===== src/rtl/countdown_timer_bcd.sv =====
// BCD mm:ss countdown timer: loads from the set-time path, borrows down once per TICK,
// pulses DONE and holds ALARM for ALARM_TICKS ticks at 00:00. All outputs registered.
module countdown_timer_bcd #(
  parameter int ALARM_TICKS  = 10,
  parameter int SEC_TENS_MAX = 5,
  parameter int MIN_TENS_MAX = 5
) (
  input  logic       i_cp,
  input  logic       i_cr,
  input  logic       i_tick,
  input  logic       i_load,
  input  logic [7:0] i_ld_min,
  input  logic [7:0] i_ld_sec,
  input  logic       i_start,
  input  logic       i_pause,
  output logic [3:0] o_min_h,
  output logic [3:0] o_min_l,
  output logic [3:0] o_sec_h,
  output logic [3:0] o_sec_l,
  output logic       o_running,
  output logic       o_done,
  output logic       o_alarm,
  output logic       o_ld_err
);

  typedef enum logic [1:0] {S_IDLE, S_RUN, S_PAUSED, S_EXPIRED} state_t;

  localparam logic [3:0] SEC_H_RELOAD = 4'(SEC_TENS_MAX);
  localparam logic [3:0] MIN_H_LIMIT  = 4'(MIN_TENS_MAX);
  localparam logic [7:0] ALARM_LAST   = 8'(ALARM_TICKS);

  state_t     r_state, w_state_nxt;
  logic [3:0] r_min_h, r_min_l, r_sec_h, r_sec_l;
  logic [3:0] w_min_h_nxt, w_min_l_nxt, w_sec_h_nxt, w_sec_l_nxt;
  logic [3:0] w_dec_min_h, w_dec_min_l, w_dec_sec_h, w_dec_sec_l;
  logic [7:0] r_acnt, w_acnt_nxt, w_acnt_inc;
  logic       r_running, r_done, r_alarm, r_ld_err;
  logic       w_done_nxt, w_ld_err_nxt;
  logic       w_load_ok, w_zero, w_dec_zero;
  logic       w_b_sl, w_b_sh, w_b_ml;

  assign w_load_ok = (i_ld_min[3:0] <= 4'd9) && (i_ld_min[7:4] <= MIN_H_LIMIT) &&
                     (i_ld_sec[3:0] <= 4'd9) && (i_ld_sec[7:4] <= SEC_H_RELOAD);
  assign w_zero    = (r_min_h == 4'd0) && (r_min_l == 4'd0) &&
                     (r_sec_h == 4'd0) && (r_sec_l == 4'd0);

  // Borrow chain; MIN_H cannot underflow because 00:00 is never decremented.
  assign w_b_sl      = (r_sec_l == 4'd0);
  assign w_b_sh      = w_b_sl && (r_sec_h == 4'd0);
  assign w_b_ml      = w_b_sh && (r_min_l == 4'd0);
  assign w_dec_sec_l = w_b_sl ? 4'd9 : r_sec_l - 4'd1;
  assign w_dec_sec_h = !w_b_sl ? r_sec_h : (w_b_sh ? SEC_H_RELOAD : r_sec_h - 4'd1);
  assign w_dec_min_l = !w_b_sh ? r_min_l : (w_b_ml ? 4'd9 : r_min_l - 4'd1);
  assign w_dec_min_h = w_b_ml ? r_min_h - 4'd1 : r_min_h;
  assign w_dec_zero  = (w_dec_min_h == 4'd0) && (w_dec_min_l == 4'd0) &&
                       (w_dec_sec_h == 4'd0) && (w_dec_sec_l == 4'd0);
  assign w_acnt_inc  = r_acnt + 8'd1;

  always_comb begin
    w_state_nxt  = r_state;
    w_min_h_nxt  = r_min_h;
    w_min_l_nxt  = r_min_l;
    w_sec_h_nxt  = r_sec_h;
    w_sec_l_nxt  = r_sec_l;
    w_acnt_nxt   = r_acnt;
    w_done_nxt   = 1'b0;
    w_ld_err_nxt = 1'b0;
    if (i_load && (r_state != S_RUN)) begin
      if (w_load_ok) begin
        w_min_h_nxt = i_ld_min[7:4];
        w_min_l_nxt = i_ld_min[3:0];
        w_sec_h_nxt = i_ld_sec[7:4];
        w_sec_l_nxt = i_ld_sec[3:0];
        w_state_nxt = S_IDLE;
      end else begin
        w_ld_err_nxt = 1'b1;
      end
    end else begin
      case (r_state)
        S_IDLE, S_PAUSED: begin
          if (i_start && !w_zero) w_state_nxt = S_RUN;
        end
        S_RUN: begin
          if (i_pause) begin
            w_state_nxt = S_PAUSED;
          end else if (i_tick) begin
            w_min_h_nxt = w_dec_min_h;
            w_min_l_nxt = w_dec_min_l;
            w_sec_h_nxt = w_dec_sec_h;
            w_sec_l_nxt = w_dec_sec_l;
            if (w_dec_zero) begin
              w_state_nxt = S_EXPIRED;
              w_done_nxt  = 1'b1;
              w_acnt_nxt  = 8'd0;
            end
          end
        end
        S_EXPIRED: begin
          if (i_start) begin
            w_state_nxt = S_IDLE;
          end else if (i_tick) begin
            w_acnt_nxt = w_acnt_inc;
            if (w_acnt_inc == ALARM_LAST) w_state_nxt = S_IDLE;
          end
        end
        default: w_state_nxt = S_IDLE;
      endcase
    end
  end

  always_ff @(posedge i_cp) begin
    if (i_cr) begin
      r_state   <= S_IDLE;
      r_min_h   <= 4'd0;
      r_min_l   <= 4'd0;
      r_sec_h   <= 4'd0;
      r_sec_l   <= 4'd0;
      r_acnt    <= 8'd0;
      r_running <= 1'b0;
      r_done    <= 1'b0;
      r_alarm   <= 1'b0;
      r_ld_err  <= 1'b0;
    end else begin
      r_state   <= w_state_nxt;
      r_min_h   <= w_min_h_nxt;
      r_min_l   <= w_min_l_nxt;
      r_sec_h   <= w_sec_h_nxt;
      r_sec_l   <= w_sec_l_nxt;
      r_acnt    <= w_acnt_nxt;
      r_running <= (w_state_nxt == S_RUN);
      r_done    <= w_done_nxt;
      r_alarm   <= (w_state_nxt == S_EXPIRED);
      r_ld_err  <= w_ld_err_nxt;
    end
  end

  assign o_min_h   = r_min_h;
  assign o_min_l   = r_min_l;
  assign o_sec_h   = r_sec_h;
  assign o_sec_l   = r_sec_l;
  assign o_running = r_running;
  assign o_done    = r_done;
  assign o_alarm   = r_alarm;
  assign o_ld_err  = r_ld_err;

endmodule


===== config.mk =====
export PLATFORM = sky130hd
export DESIGN_NAME = countdown_timer_bcd
export DESIGN_NICKNAME = d
export VERILOG_FILES = /design/src/rtl/countdown_timer_bcd.sv
export SDC_FILE = /design/constraint.sdc
export NUM_CORES = 1
export LEC_CHECK = 0
export CORE_MARGIN = 4
export CORE_UTILIZATION = 55
export DETAILED_ROUTE_END_ITERATION = 16
export PLACE_DENSITY_LB_ADDON = 0.05
export RECOVER_POWER = 25
export SKIP_CTS_REPAIR_TIMING = 1
export SYNTH_ARGS = -nofsm -noshare
export SYNTH_HDL_FRONTEND = slang
export SYNTH_SLANG_ARGS = --single-unit
export TNS_END_PERCENT = 10

===== constraint.sdc =====
create_clock -name i_cp -period 4 [get_ports i_cp]
set_input_delay 0.6 -clock i_cp [delete_from_list [all_inputs] [get_ports i_cp]]
set_output_delay 0.6 -clock i_cp [all_outputs]
set_load 0.01 [all_outputs]

# After elaboration in Yosys (flattened, before gate mapping)

Index checks and enable logic that the tools add are counted.

Logic and storage cells: 111
Bits in registers: 30

Add/sub/neg operators: 5
Equal/unequal tests: 14
Reductions and logical operators: 31
Mux-type cells: 44
Bitwise logic cells: 3
Order comparisons: 4

Operators by type and width:

| cell                  | number |
|---|---|
| $mux W4               | 26 |
| $mux W8               | 5 |
| $logic_not A4 Y1      | 8 |
| $mux W2               | 9 |
| $pmux W8 S2           | 1 |
| $sub A4 B1 Y4 const B | 4 |
| $logic_and A1 B1 Y1   | 13 |
| $ne A2 B2 Y1 const B  | 6 |
| $add A8 B1 Y8 const B | 1 |
| $eq A8 B4 Y1 const B  | 1 |
| $le A4 B3 Y1 const B  | 2 |
| $le A4 B4 Y1 const B  | 2 |
| $reduce_and A7 Y1     | 1 |
| $eq A2 B2 Y1 const B  | 3 |
| $pmux W2 S3           | 1 |
| $reduce_bool A2 Y1    | 3 |
| $reduce_or A5 Y1      | 1 |
| $eq A2 B1 Y1 const B  | 2 |
| $ne A2 B1 Y1 const B  | 2 |
| $reduce_and A4 Y1     | 1 |
| $reduce_or A2 Y1      | 2 |
| $not A1 Y1            | 3 |
| $logic_not A2 Y1      | 1 |
| $mux W1               | 2 |
| $logic_not A1 Y1      | 1 |

# Depth between registers and ports, before layout

Depth after elaboration: 15
Mapped depth: 8
Gate-level depth less buffers: 8

# Worst setup path before layout

Ideal clock, no wire load.

Kind: register to register
Start point: register r_min_l[0], in the netlist o_min_l[0]
End point: register r_acnt[3]
Setup time: 0.120 ns
Required time: 3.880 ns
Buffers on the path: 0
Clock period less this slack: 2.382 ns
Path slack: 1.618 ns
Arrival time: 2.262 ns
Cell stages (with the launch flop): 9
Cell sequence: dfxtp_1 > inv_1 > ha_1 > or4b_2 > o22ai_1 > a21oi_1 > a211oi_2 > a21oi_2 > a211o_1

Longest elaborated chain between the ends: 10
Elaborated cells between the ends (all ways): 13
Classes of those cells: add/sub: 1; eq/ne: 1; mux: 3; reduce/logical: 8

RTL lines:

| item                                                                  | line | text |
|---|---|---|
| from (decl)                                                           | 33   | `logic [3:0] r_min_h, r_min_l, r_sec_h, r_sec_l;` |
| from (signal assigned)                                                | 126  | `r_min_l <= w_min_l_nxt;` |
| parallel branches: the longest is 5 deep, another holds $sub A4 B1 Y4 | -    |  |
| $logic_and A1 B1 Y1 (*) (2 in series)                                 | 55   | `assign w_dec_zero = (w_dec_min_h == 4'd0) && (w_dec_min_l == 4'd0) &&` |
| $logic_and A1 B1 Y1 (*)                                               | 56   | `(w_dec_sec_h == 4'd0) && (w_dec_sec_l == 4'd0);` |
| $ne A2 B2 Y1 (no source line) (*)                                     | -    |  |
| $reduce_and A7 Y1 (no source line) (*)                                | -    |  |
| to (signal assigned)                                                  | 129  | `r_acnt <= w_acnt_nxt;` |
| to (decl)                                                             | 36   | `logic [7:0] r_acnt, w_acnt_nxt, w_acnt_inc;` |

Mark *: on every way between the ends.
A chain may end at the register's enable or synchronous reset.

# Worst setup path in the final report

Start point: register r_min_l[1], in the netlist o_min_l[1]
End point: register r_acnt[4]

The elaborated chain is that of the path after synthesis.

==> impl_metrics.py <==
metrics = {
    "run_status": {
        "status": "finished clean",
    },
    "routing": {
        "dr.pass1.iters": 5,
        "vias": 2160,
        "drc": 0,
        "wl_um": 5126,
        "final_antenna_net_count": 0,
        "viasPerCell": 6.225,
        "dr.first_iter.drc_count": 283,
        "avgRoutedWirePerCell_um": 14.77,
    },
    "clock_tree": {
        "clk_pin_slew_worst_paths_ns": 0.10,
        "htreeDepth": 2,
        "cts_tree": "built",
        "cts-root-buf": "clkbuf_4",
        "cts_sinks": 30,
        "insertion_delay_ns": 0.33,
        "clockBufferDepth": 2,
        "cts_buffers": 5,
    },
    "placement": {
        "place_hpwl_um": 3742,
        "port_buffers": 41,
        "place.gp.congestion": 0.8463,
    },
    "timing": {
        "rsz0062_at_grt": "no",
        "report.final.slew_viol_count": 0,
        "hold_slack_ns": 0.5332,
        "period_minus_slack_ns": 2.812,
        "setup_viol": 0,
        "finalSetupTns_ns": 0,
        "period_share": 0.7031,
        "worstMarginPinSlew_ns": 0.9588,
        "finalHoldViolCount": 0,
        "maxSlewHeadroom": 0.3608,
        "skew_ns": 0.01053,
        "fmax_ghz": 0.3556,
    },
    "worst_setup_path": {
        "critPathArrivalTime_ns": 3.03,
        "crit_path_end_kind": "flop",
        "start_kind": "flop",
        "cp_max_fo": 7,
        "reg2regPathDepth": 8,
        "crit_type": "reg -> reg",
        "cp.required_ns": 4.22,
    },
    "synth": {
        "synthTopCellsByCount": "dfxtp_1, nand2_1, nor2_1",
        "synth-compound-area-share": 0.2845,
        "synthArstFlopShare": 0,
        "synth_xor_area_frac": 0.01310,
        "ys_types": 61,
        "synth-seq-area-share": 0.2994,
        "syn_area_per_cell_um2": 7.626,
        "yosysWarnings": 0,
        "synthTopCellsByArea": "dfxtp_1, nand2_1, nor2_1",
        "synth_top_family_by_area": "simple AND/OR/NAND/NOR gates",
        "synth.net_count": 291,
        "synthMuxAreaShare": 0.01061,
        "synth.most_common_cell": "dfxtp_1",
        "synthCells": 263,
        "synth-main-ff-cell": "dfxtp_1",
        "synth_top_area_cell": "dfxtp_1",
        "yosysTopAreaCellShare": 0.2994,
        "netlist_area_mm2": 0.002006,
        "synth-adder-area-share": 0.03743,
        "synth_edf_count": 0,
        "ys_ff_latch": 30,
        "synth-simple-area-share": 0.3113,
    },
    "global_route": {
        "grt_overflow_total": 0,
        "grt_max_degree": 28,
        "grt_pass1_vias": 1816,
        "grt_pass1_wl_um": 8618,
        "grt_usage": 0.2405,
        "antenna_found_initial": 0,
    },
    "die": {
        "initial_utilization": 0.5872,
        "die_height_um": 68.39,
        "core_area_mm2": 0.003416,
        "fp-row-count": 21,
        "die-width_um": 68.39,
        "die_area_mm2": 0.004677,
        "io_pins": 42,
    },
    "layout": {
        "n_antenna_cell": 0,
        "fin_util": 0.7326,
        "fill_cells": 296,
        "multi_input_area_mm2": 0.001318,
        "drive_above_1_share": 0.07973,
        "area_delta_synth_final_pct": 24.77,
        "nets": 328,
        "regArea_um2": 600.6,
    },
    "min_path": {
        "hold_path_class": "reg -> reg",
        "holdPathStages": 1,
    },
    "job": {
        "cap_violations": 0,
    },
    "power_and_ir_drop": {
        "power.leakage_uw": 0.0009415,
        "vdd_drop_max_mv": 0.1782,
        "p_total_uw": 674.8,
        "power_density_mw_per_mm2": 269.6,
    },
}
[layout by cell type (no fill, tap or decap), types with 2 or more instances in the layout]
cell,Yosys,routed
a21o_1,2,2
nor2b_1,3,3
o211ai_1,6,6
and2_1,2,2
dfxtp_1,30,30
o21ai_0,17,17
clkbuf_4,0,5
nand2_1,29,29
a211o_1,4,4
nand2b_1,2,2
nor2_1,24,24
nand4b_1,2,2
a311oi_1,7,7
a21oi_1,16,16
xor2_1,2,2
nand3_1,9,9
nor4_2,2,2
nor3b_1,3,3
nand4_1,4,4
a211oi_1,5,5
and3_1,8,8
a41oi_1,2,2
or4b_2,2,2
dlygate4sd3_1,0,11
a31oi_1,2,2
ha_1,6,6
or3b_2,2,2
buf_4,0,3
a211oi_2,2,2
clkdlybuf4s50_1,0,30
o31ai_1,3,3
inv_1,9,9
nor3_1,13,13
o22ai_1,2,2
[power by group]
group	internal (µW)	total, µW	leakage, µW	switching [µW]
Clock	85.1	189	0.0000353	104
Sequential	308	322	0.000243	14.0
Combinational	73.5	164	0.000664	90.7
Total	466	675	0.000942	208
[registers in the layout (all words and copies together), names as in the netlist]
| signal | flops |
|---|---|
| o_min_h | 4 |
| o_ld_err | 1 |
| o_min_l | 4 |
| o_sec_h | 4 |
| r_acnt | 8 |
| o_running | 1 |
| o_done | 1 |
| o_sec_l | 4 |
| o_alarm | 1 |
| r_state | 2 |
[final timing paths]
path                 to  slack [ns]       start
max reg2reg   r_acnt[4]        1.19  o_min_l[1]
min          o_min_h[3]        0.53  o_min_h[3]
max           r_acnt[4]        1.19  o_min_l[1]
min reg2reg  o_min_h[3]        0.53  o_min_h[3]
[stage by stage]
step | worst slack, ns | instances | instance area (µm²)
3_3_place_gp | 1.214 | 339 | 2442
3_5_place_dp | 1.230 | 339 | 2442
4_1_cts | 1.255 | 347 | 2502
6_report | 1.188 | 347 | 2502
5_1_grt | 1.016 | 347 | 2502
2_1_floorplan | 1.618 | 263 | 2006
[metal layers]
metal  vias to the layer above  track usage  routed length (µm)  share of wire
li1                       1064            -                   -              -
met1                       987       0.3383                2284           0.45
met2                        96       0.3540                2281           0.44
met3                        13      0.06240                 467          0.091
met4                         0      0.07692                  93          0.018
met5                         -            0                   0              0
[layout make-up]
cell class / instances / area share
inverter: 9 / 0.01350
multi-input combinational: 210 / 0.5265
clock buffer: 7 / 0.02200
timing repair buffer: 44 / 0.1730
clock inverter: 1 / 0.002000
sequential: 30 / 0.2400
tap: 46 / 0.02300
[worst max-delay path, cell delays in order (launching register included)]
cell and delay, ns:
dfxtp_1 0.39, inv_1 0.08, ha_1 0.27, or3b_2 0.52
nor4_2 0.25, o221ai_1 0.21, a211oi_2 0.50, a21oi_2 0.17
a211o_1 0.31
[kinds of logic (layout without fill, tap and decap cells)]
kind of cell / count (synthesis) / count (layout)
flops: 30 / 30
xor+xnor: 3 / 3
compound gates: 82 / 82
fa+ha+maj: 6 / 6
buf+inv: 23 / 61
simple gates: 117 / 117
mux: 2 / 2
No activity file was read; power rests on OpenSTA's default activity.
